===== src/rtl/uart_rx_buffered.sv =====
// UART receiver (start, 8 data LSB-first, optional even parity, 1 stop) feeding a DEPTH-entry FWFT buffer.
// Define UART_RX_PARITY_EN to receive and check the even-parity bit; otherwise PARITY_RX reads 1.
module uart_rx_buffered #(
  parameter int DEPTH = 4,
  parameter int WFR_W = 12
) (
  input  logic             CLK,
  input  logic             RESET,
  input  logic             RX,
  input  logic [WFR_W-1:0] WORK_FR,
  input  logic             RD_EN,
  output logic [7:0]       DATA_RX,
  output logic             PARITY_RX,
  output logic             VALID,
  output logic             BUSY,
  output logic             FRAME_ERR,
  output logic             OVERRUN
);

  localparam int PTR_W = $clog2(DEPTH);
  localparam int CNT_W = $clog2(DEPTH) + 1;

  localparam logic [2:0] ST_IDLE   = 3'd0;
  localparam logic [2:0] ST_START  = 3'd1;
  localparam logic [2:0] ST_DATA   = 3'd2;
`ifdef UART_RX_PARITY_EN
  localparam logic [2:0] ST_PARITY = 3'd3;
`endif
  localparam logic [2:0] ST_STOP   = 3'd4;

`ifdef UART_RX_PARITY_EN
  function automatic logic even_par_ok(input logic [7:0] data, input logic par_bit);
    even_par_ok = ~(^{data, par_bit});
  endfunction
`endif

  logic             r_sync1;
  logic             r_sync2;
  logic             r_rx_prev;
  logic [2:0]       r_state;
  logic [WFR_W-1:0] r_cnt;
  logic [WFR_W-1:0] r_wfr;
  logic [2:0]       r_bit_idx;
  logic [7:0]       r_shift;
`ifdef UART_RX_PARITY_EN
  logic             r_par_ok;
`endif
  logic [8:0]       r_mem [DEPTH];
  logic [PTR_W-1:0] r_wr_ptr;
  logic [PTR_W-1:0] r_rd_ptr;
  logic [CNT_W-1:0] r_count;
  logic [7:0]       r_data_out;
  logic             r_par_out;
  logic             r_frame_err;
  logic             r_overrun;

  logic             w_fall;
  logic             w_bit_tick;
  logic             w_half_tick;
  logic             w_push;
  logic             w_ferr;
  logic             w_pop;
  logic             w_full;
  logic             w_wr;
  logic             w_ovr;
  logic [8:0]       w_word;
  logic [PTR_W-1:0] w_rd_next;

  assign w_fall      = r_rx_prev & ~r_sync2;
  assign w_bit_tick  = (r_cnt == (r_wfr - WFR_W'(1)));
  assign w_half_tick = (r_cnt == (r_wfr >> 1));
`ifdef UART_RX_PARITY_EN
  assign w_word      = {r_par_ok, r_shift};
`else
  assign w_word      = {1'b1, r_shift};
`endif
  assign w_pop       = RD_EN && (r_count != CNT_W'(0));
  assign w_full      = (r_count == CNT_W'(DEPTH));
  assign w_wr        = w_push && (!w_full || w_pop);
  assign w_ovr       = w_push && w_full && !w_pop;
  assign w_rd_next   = r_rd_ptr + PTR_W'(1);

  always_ff @(posedge CLK) begin
    if (RESET) begin
      r_sync1   <= 1'b1;
      r_sync2   <= 1'b1;
      r_rx_prev <= 1'b1;
    end else begin
      r_sync1   <= RX;
      r_sync2   <= r_sync1;
      r_rx_prev <= r_sync2;
    end
  end

  // The stop sample either delivers the byte or flags a framing error.
  always_comb begin
    w_push = 1'b0;
    w_ferr = 1'b0;
    if ((r_state == ST_STOP) && w_bit_tick) begin
      w_push = r_sync2;
      w_ferr = ~r_sync2;
    end else begin
      w_push = 1'b0;
      w_ferr = 1'b0;
    end
  end

  always_ff @(posedge CLK) begin
    if (RESET) begin
      r_state   <= ST_IDLE;
      r_cnt     <= {WFR_W{1'b0}};
      r_wfr     <= {WFR_W{1'b0}};
      r_bit_idx <= 3'd0;
      r_shift   <= 8'd0;
`ifdef UART_RX_PARITY_EN
      r_par_ok  <= 1'b0;
`endif
    end else begin
      case (r_state)
        ST_IDLE: begin
          r_cnt     <= {WFR_W{1'b0}};
          r_bit_idx <= 3'd0;
          r_wfr     <= WORK_FR;
          if (w_fall) r_state <= ST_START;
        end
        ST_START: begin
          // A line back high at mid start bit is a glitch, not a frame.
          if (w_half_tick) begin
            r_cnt   <= {WFR_W{1'b0}};
            r_state <= r_sync2 ? ST_IDLE : ST_DATA;
          end else begin
            r_cnt <= r_cnt + WFR_W'(1);
          end
        end
        ST_DATA: begin
          if (w_bit_tick) begin
            r_cnt     <= {WFR_W{1'b0}};
            r_shift   <= {r_sync2, r_shift[7:1]};
            r_bit_idx <= r_bit_idx + 3'd1;
            if (r_bit_idx == 3'd7) begin
`ifdef UART_RX_PARITY_EN
              r_state <= ST_PARITY;
`else
              r_state <= ST_STOP;
`endif
            end
          end else begin
            r_cnt <= r_cnt + WFR_W'(1);
          end
        end
`ifdef UART_RX_PARITY_EN
        ST_PARITY: begin
          if (w_bit_tick) begin
            r_cnt    <= {WFR_W{1'b0}};
            r_par_ok <= even_par_ok(r_shift, r_sync2);
            r_state  <= ST_STOP;
          end else begin
            r_cnt <= r_cnt + WFR_W'(1);
          end
        end
`endif
        ST_STOP: begin
          if (w_bit_tick) begin
            r_cnt   <= {WFR_W{1'b0}};
            r_state <= ST_IDLE;
          end else begin
            r_cnt <= r_cnt + WFR_W'(1);
          end
        end
        default: begin
          r_cnt   <= {WFR_W{1'b0}};
          r_state <= ST_IDLE;
        end
      endcase
    end
  end

  always_ff @(posedge CLK) begin
    if (w_wr) r_mem[r_wr_ptr] <= w_word;
  end

  always_ff @(posedge CLK) begin
    if (RESET) begin
      r_wr_ptr    <= {PTR_W{1'b0}};
      r_rd_ptr    <= {PTR_W{1'b0}};
      r_count     <= {CNT_W{1'b0}};
      r_data_out  <= 8'd0;
      r_par_out   <= 1'b0;
      r_frame_err <= 1'b0;
      r_overrun   <= 1'b0;
    end else begin
      r_frame_err <= w_ferr;
      r_overrun   <= w_ovr;
      if (w_wr) r_wr_ptr <= r_wr_ptr + PTR_W'(1);
      if (w_pop) r_rd_ptr <= w_rd_next;
      if (w_wr && !w_pop) r_count <= r_count + CNT_W'(1);
      else if (w_pop && !w_wr) r_count <= r_count - CNT_W'(1);
      // Head register: the incoming word becomes head when the buffer is (or is about to be) empty.
      if (w_wr && ((r_count == CNT_W'(0)) || (w_pop && (r_count == CNT_W'(1))))) begin
        r_data_out <= w_word[7:0];
        r_par_out  <= w_word[8];
      end else if (w_pop && (r_count > CNT_W'(1))) begin
        r_data_out <= r_mem[w_rd_next][7:0];
        r_par_out  <= r_mem[w_rd_next][8];
      end
    end
  end

  assign DATA_RX   = r_data_out;
  assign PARITY_RX = r_par_out;
  assign VALID     = (r_count != CNT_W'(0));
  assign BUSY      = (r_state != ST_IDLE);
  assign FRAME_ERR = r_frame_err;
  assign OVERRUN   = r_overrun;

endmodule


===== config.mk =====
export PLATFORM = sky130hd
export DESIGN_NAME = uart_rx_buffered
export DESIGN_NICKNAME = d
export VERILOG_FILES = /design/src/rtl/uart_rx_buffered.sv
export SDC_FILE = /design/constraint.sdc
export NUM_CORES = 1
export LEC_CHECK = 0
export BUFFER_PORTS_ARGS = -buffer_cell sky130_fd_sc_hd__buf_4
export CORE_MARGIN = 8
export CORE_UTILIZATION = 55
export CTS_CLUSTER_DIAMETER = 60
export DETAILED_ROUTE_END_ITERATION = 7
export PLACE_DENSITY = 0.77
export SLEW_MARGIN = 20
export SYNTH_ARGS = -nofsm -noshare
export SYNTH_HDL_FRONTEND = slang
export SYNTH_SLANG_ARGS = --single-unit

===== constraint.sdc =====
create_clock -name CLK -period 4.2 [get_ports CLK]
set_input_delay 0.84 -clock CLK [delete_from_list [all_inputs] [get_ports CLK]]
set_output_delay 0.84 -clock CLK [all_outputs]
set_load 0.01 [all_outputs]

==> results of run 1 <==
-- cells in the mapped netlist, drive strengths merged, types with 2 or more instances --
cell type | instances | share of area
o21ai | 4 | 0.0045
or4b | 2 | 0.0053
or4 | 3 | 0.0051
nor2 | 25 | 0.021
dfxtp | 59 | 0.27
a21oi | 20 | 0.022
o211ai | 2 | 0.0045
mux4 | 8 | 0.040
nor3 | 7 | 0.0079
nor3b | 3 | 0.0051
inv | 8 | 0.0067
mux2i | 27 | 0.061
clkbuf | 26 | 0.022
a211oi | 12 | 0.020
a31oi | 2 | 0.0028
xnor2 | 13 | 0.026
a41oi | 2 | 0.0039
o2111ai | 2 | 0.0039
nand3b | 5 | 0.0084
or3 | 4 | 0.0067
mux2 | 4 | 0.011
edfxtp | 32 | 0.22
nand2 | 33 | 0.028
a2111oi | 2 | 0.0081
and3 | 5 | 0.0070
xor2 | 23 | 0.045
nand2b | 15 | 0.021
nand4 | 3 | 0.0042
nor2b | 4 | 0.0056
nand3 | 9 | 0.010
or2 | 11 | 0.015
nor4b | 2 | 0.0039
and2 | 3 | 0.0042
buf | 5 | 0.0090
ha | 13 | 0.037
nor4 | 4 | 0.0056
-- critical path, stage by stage, from the launching register on --
cell and delay, ns:
dfxtp_1 0.37, inv_1 0.07, ha_1 0.26, or4b_4 0.50, or3_4 0.35, a2111oi_4 0.37
o211ai_2 0.20, nor3_1 0.55, and2_1 0.23, ha_1 0.28, or3_1 0.39, a21oi_1 0.14
-- metrics by stage --
step                      cell area (sq um)  setup WS, ns  utilization
after detailed placement               4670         0.455        0.580
after global routing                   4850         0.146        0.602
after CTS                              4850         0.430        0.602
after floorplan                        4450         0.754            -
final                                  4850         0.416        0.602
after global placement                 4670         0.515        0.580
-- metal layers --
metal,vias to the layer above,track usage
li1,1502,-
met1,1492,0.222
met2,55,0.246
met3,15,0.0442
met4,0,0.0553
met5,-,0
-- registers in the layout, summed over array words and instances (netlist names), 2 cells and up --
| register | flops |
|---|---|
| r_mem | 32 |
| r_cnt | 12 |
| r_wfr | 12 |
| DATA_RX | 8 |
| r_shift | 8 |
| r_bit_idx | 3 |
| r_count | 3 |
| r_state | 3 |
| r_rd_ptr | 2 |
| r_wr_ptr | 2 |
-- power groups by stage --
stage	Sequential, mW	Combinational (mW)	Clock (mW)
finish	0.933	0.106	0.545
global route	0.936	0.117	0.591
CTS	0.933	0.106	0.555
detailed placement	0.954	0.106	0
global placement	0.953	0.104	0
floorplan	0.942	0.0876	0
-- cell usage in the layout, fill, tap and decap left out, types with 2 or more instances in the layout --
master     count
inv_1          8
nand2_1       33
mux2i_1       27
edfxtp_1      32
or4_1          3
buf_4         30
or2_2         11
nor2b_1        4
ha_1          13
o21ai_0        3
nor3b_1        3
nand3_1        9
nand4_1        3
dfxtp_1       59
nand3b_1       5
o2111ai_1      2
nor3_1         7
mux4_2         8
and2_1         3
nor2_1        25
a31oi_1        2
clkinv_4       3
a41oi_1        2
a211oi_1      12
xor2_1        23
nand2b_1      15
nor4b_1        2
nor4_1         4
and3_1         5
or3_1          3
a21oi_1       20
clkbuf_8       9
mux2_2         2
xnor2_1       13
-- cells by family after synthesis --
| kind of cell | count (synthesis) | share of synthesized area |
|---|---|---|
| buf+inv | 39 | 0.0376 |
| xor+xnor | 36 | 0.0708 |
| compound gates | 55 | 0.0888 |
| simple gates | 142 | 0.173 |
| mux | 39 | 0.112 |
| flops | 91 | 0.481 |
| fa+ha+maj | 13 | 0.0365 |
-- path summary, 6_finish.rpt --
kind              slack [ns]          to  depth (start not counted)     start
setup / recovery        0.42  r_count[2]                         11  r_wfr[0]
hold / removal          0.42     r_sync2                          1   r_sync1
setup reg to reg        0.42  r_count[2]                         11  r_wfr[0]
hold reg to reg         0.42     r_sync2                          1   r_sync1
-- layout make-up --
type	instances	area, sq um
tap	105	131
clock inverter	6	50.0
clock buffer	10	128
multi-input combinational	285	2140
inverter	8	30.0
fill	653	3200
timing repair buffer	30	225
sequential	91	2140
==> impl_metrics.toml, run 1 <==
[cts]
clock_latency_ns = 0.36
cts_setup_buffers = 0
hold_buffers = 0
clock_path_buffers = 2
cts.repair.resized = 0
clk_pin_slew_ns = 0.09
h-tree-depth = 3
cts.sinks = 91
cts_tree = "built"
root_buffer = "clkbuf_8"
cts_buffers = 9

[global_route]
antenna_found_initial = 0
grt_usage = 0.164
grt-ovfl-total = 0
grt_pass1_vias = 3066
grt_pass1_wl_microns = 14800
grt_max_degree = 66

[worst_setup_path]
crit_arrival_ns = 4.07
endpoint_kind = "flop"
worst-setup-path-type = "flop to flop"
worstPathRequired_ns = 4.49
startpoint_type = "flop"
cp_max_fo = 8

[place]
place.gp.congestion = 0.925
dp.cells = 519
port_buffers = 28
dp_hpwl_microns = 6130

[logic_synthesis]
synth.cell_area_sq_mm = 0.00445
ys_types = 58
synth_edf_count = 32
syn_nets = 444
synth_ff_type = "dfxtp_1"
synth_seq_cells = 91
yosysWarnings = 0
yosysSeqAreaShare = 0.481
synth-async-reset-ratio = 0
syn_inst = 415
syn_area_per_cell_sq_um = 10.7

[layout]
fin_nets = 454
finalNonFillerCells = 535
drive_gt1_frac = 0.167
diodes = 0
syn_to_final_growth_pct = 8.90

[sta]
min_period_over_period = 0.901
rsz0062_at_grt = "no"
setup_tns_ns = 0
finalCriticalPeriod_ns = 3.78
hold_viol = 0
max_slew.worst_pin.slew_ns = 0.631
setup_violations = 0
slew_headroom = 0.579
fmax_mhz = 264
skew_ns = 0.0105
whs_ns = 0.419
drv_slew = 0

[power_and_ir_drop]
p_clk_frac = 0.344
irDropWorstVdd_mv = 0.235
p_seq_frac = 0.589
intPower_mw = 1.18
p_per_area_mw_per_mm2 = 327
p_leak_nw = 1.90
combPwrFrac = 0.067
switching_power_uw = 400
swShare = 0.253
finalPower_mw = 1.58

[floorplan]
die_x_microns = 106
core_area_sq_mm = 0.00805
initial_core_util = 0.553
fp-row-count = 33
die_h_microns = 106
ios = 29
die_area_sq_mm = 0.0112

[drt]
via_per_inst = 5.73
ant_nets = 0
route.vias.total = 3064
met2_length_microns = 3930
wl_per_cell_microns = 16.5
dr.pass1.iters = 4
drt-met1-wl_microns = 4440
dr.max_layer_used = "met4"
routed_wl_microns = 8830
routed-wl-met3_microns = 341
remaining_drc_errors = 0
drt_iter0_drc = 168

[run]
drv_cap = 0

[run_status]
status = "finished clean"

[min_path]
hold_path.class = "flop to flop"
No activity file was read; power rests on OpenSTA's default activity.
==> inputs of run 2 (changes only) <==
--- a/config.mk
+++ b/config.mk
@@ -6,11 +6,13 @@
 export NUM_CORES = 1
 export LEC_CHECK = 0
 export BUFFER_PORTS_ARGS = -buffer_cell sky130_fd_sc_hd__buf_4
+export CAP_MARGIN = 20
 export CORE_MARGIN = 8
-export CORE_UTILIZATION = 55
+export CORE_UTILIZATION = 54
 export CTS_CLUSTER_DIAMETER = 60
 export DETAILED_ROUTE_END_ITERATION = 7
-export PLACE_DENSITY = 0.77
+export PLACE_DENSITY = 0.79
+export RECOVER_POWER = 25
 export SLEW_MARGIN = 20
 export SYNTH_ARGS = -nofsm -noshare
 export SYNTH_HDL_FRONTEND = slang
==> constraint.sdc (replaced) <==
create_clock -name CLK -period 3.2 [get_ports CLK]
set_input_delay 0.64 -clock CLK [delete_from_list [all_inputs] [get_ports CLK]]
set_output_delay 0.64 -clock CLK [all_outputs]
set_load 0.01 [all_outputs]
==> impl_metrics.toml, run 2 (same netlist as run 1, synthesis figures left out) <==
[run_status]
status = "finished clean"

[floorplan]
core_area_sq_mm = 0.00809
die_area_sq_mm = 0.0114
ios = 29
fp-row-count = 33
initial_core_util = 0.550
die_h_microns = 107
die_x_microns = 107

[drt]
dr.pass1.iters = 5
ant_nets = 0
wl_per_cell_microns = 16.0
routed_wl_microns = 8920
route.vias.total = 3116
via_per_inst = 5.58
remaining_drc_errors = 0
drt_iter0_drc = 244

[sta]
min_period_over_period = 0.950
drv_slew = 0
max_slew.worst_pin.slew_ns = 0.628
finalCriticalPeriod_ns = 3.04
skew_ns = 0.00764
setup_violations = 0
slew_headroom = 0.581
setup_tns_ns = 0
fin_ws_ns = 0.162
hold_viol = 0
fmax_mhz = 329
rsz0062_at_grt = "no"

[cts]
clk_pin_slew_ns = 0.09
h-tree-depth = 3
hold_buffers = 0
clock_latency_ns = 0.36
cts_setup_buffers = 0
root_buffer = "clkbuf_8"
cts_tree = "built"
cts.sinks = 91
cts.repair.resized = 0
cts_buffers = 9
clock_path_buffers = 2

[worst_setup_path]
endpoint_kind = "flop"
startpoint_type = "flop"
worst-setup-path-type = "flop to flop"
cpMostUsedCell = "ha_1"
cp_cell_sequence = "inv_1, ha_1, or4b_4, or3_4, a2111oi_4, o211ai_4, nor3_4, and2_1, ha_1, mux2i_1, or3_1, a21oi_1"
slowest_delay_ns = 0.47
cp_max_fo = 6
worstPathRequired_ns = 3.49
cpMaxStageDelayCell = "or4b_4"
crit_arrival_ns = 3.33

[min_path]
hold_path.class = "flop to flop"

[layout]
diodes = 0
nFillCells = 689
final_cell_mix = "59 x dfxtp_1, 53 x buf_4, 33 x nand2_1, 32 x edfxtp_1, 27 x mux2i_1"
top_regs = "r_mem x32, r_cnt x12, r_wfr x12"
fin_nets = 477
syn_to_final_growth_pct = 13.5
largest_reg_flops = 32
top_register = "r_mem"
final_common_cell = "dfxtp_1"
finalNonFillerCells = 558
drive_gt1_frac = 0.216

[place]
dp.cells = 542
place.gp.congestion = 0.895
dp_slack_ns = 0.116
port_buffers = 28
dp_hpwl_microns = 6320

[global_route]
grt_max_degree = 66
antenna_found_initial = 0
grt_pass1_vias = 3053
grt_pass1_wl_microns = 14800
grt_usage = 0.161
grt-ovfl-total = 0

[power_and_ir_drop]
p_per_area_mw_per_mm2 = 422
p_leak_nw = 2.02
irDropWorstVdd_mv = 0.242

[run]
drv_cap = 0
run 2: changes by cell type in the layout (fill, tap and decap cells not counted), sizes merged:
cell and delta:
clkinv -4, inv +3, clkinvlp +2, clkbuf -1, buf +23
run 2: report_power, final:
group	total [mW]	internal (mW)	switching, mW
Combinational	0.164	0.0735	0.0902
Sequential	1.22	1.20	0.0182
Clock	0.751	0.304	0.447
Total	2.13	1.58	0.556
run 2: routing by layer:
layer	GRT usage	up-vias	wire length (microns)	part of all wire
li1	-	1551	-	-
met1	0.222	1497	4410	0.49
met2	0.245	60	3970	0.44
met3	0.0390	8	454	0.051
met4	0.0482	0	91	0.010
met5	0	-	0	0
run 2: path summary, 6_finish.rpt:
check               end  cells after the start  slack, ns      from
max          r_count[2]                     12       0.16  r_wfr[1]
min             r_sync2                      1       0.42   r_sync1
max reg2reg  r_count[2]                     12       0.16  r_wfr[1]
min reg2reg     r_sync2                      1       0.42   r_sync1
run 2: critical path, delay by kind of cell (launching register included):
kind,cells,cell delay (ns)
and+or+nand+nor,5,1.44
AOI/OAI and AO/OA,3,0.70
adders and majority gates,2,0.35
DFF,1,0.32
muxes,1,0.10
buffers and inverters,1,0.05
run 2: stage by stage:
step | utilization | cell area, sq um | power, mW | hold slack (ns)
after floorplan | - | 4470 | 1.35 | 0.389
final | 0.625 | 5060 | 2.13 | 0.417
after global routing | 0.625 | 5060 | 2.21 | 0.443
after global placement | 0.600 | 4860 | 1.40 | 0.392
after CTS | 0.624 | 5050 | 2.15 | 0.420
after detailed placement | 0.600 | 4860 | 1.40 | 0.398
run 2: cell type report:
type / count / area (sq um) / area share
Clock buffer: 9 / 124 / 0.0245
Clock inverter: 7 / 66.3 / 0.0131
Tap cell: 105 / 131 / 0.0260
Timing Repair Buffer: 53 / 398 / 0.0787
Sequential cell: 91 / 2140 / 0.424
Inverter: 8 / 30.0 / 0.00594
Multi-Input combinational cell: 285 / 2160 / 0.428
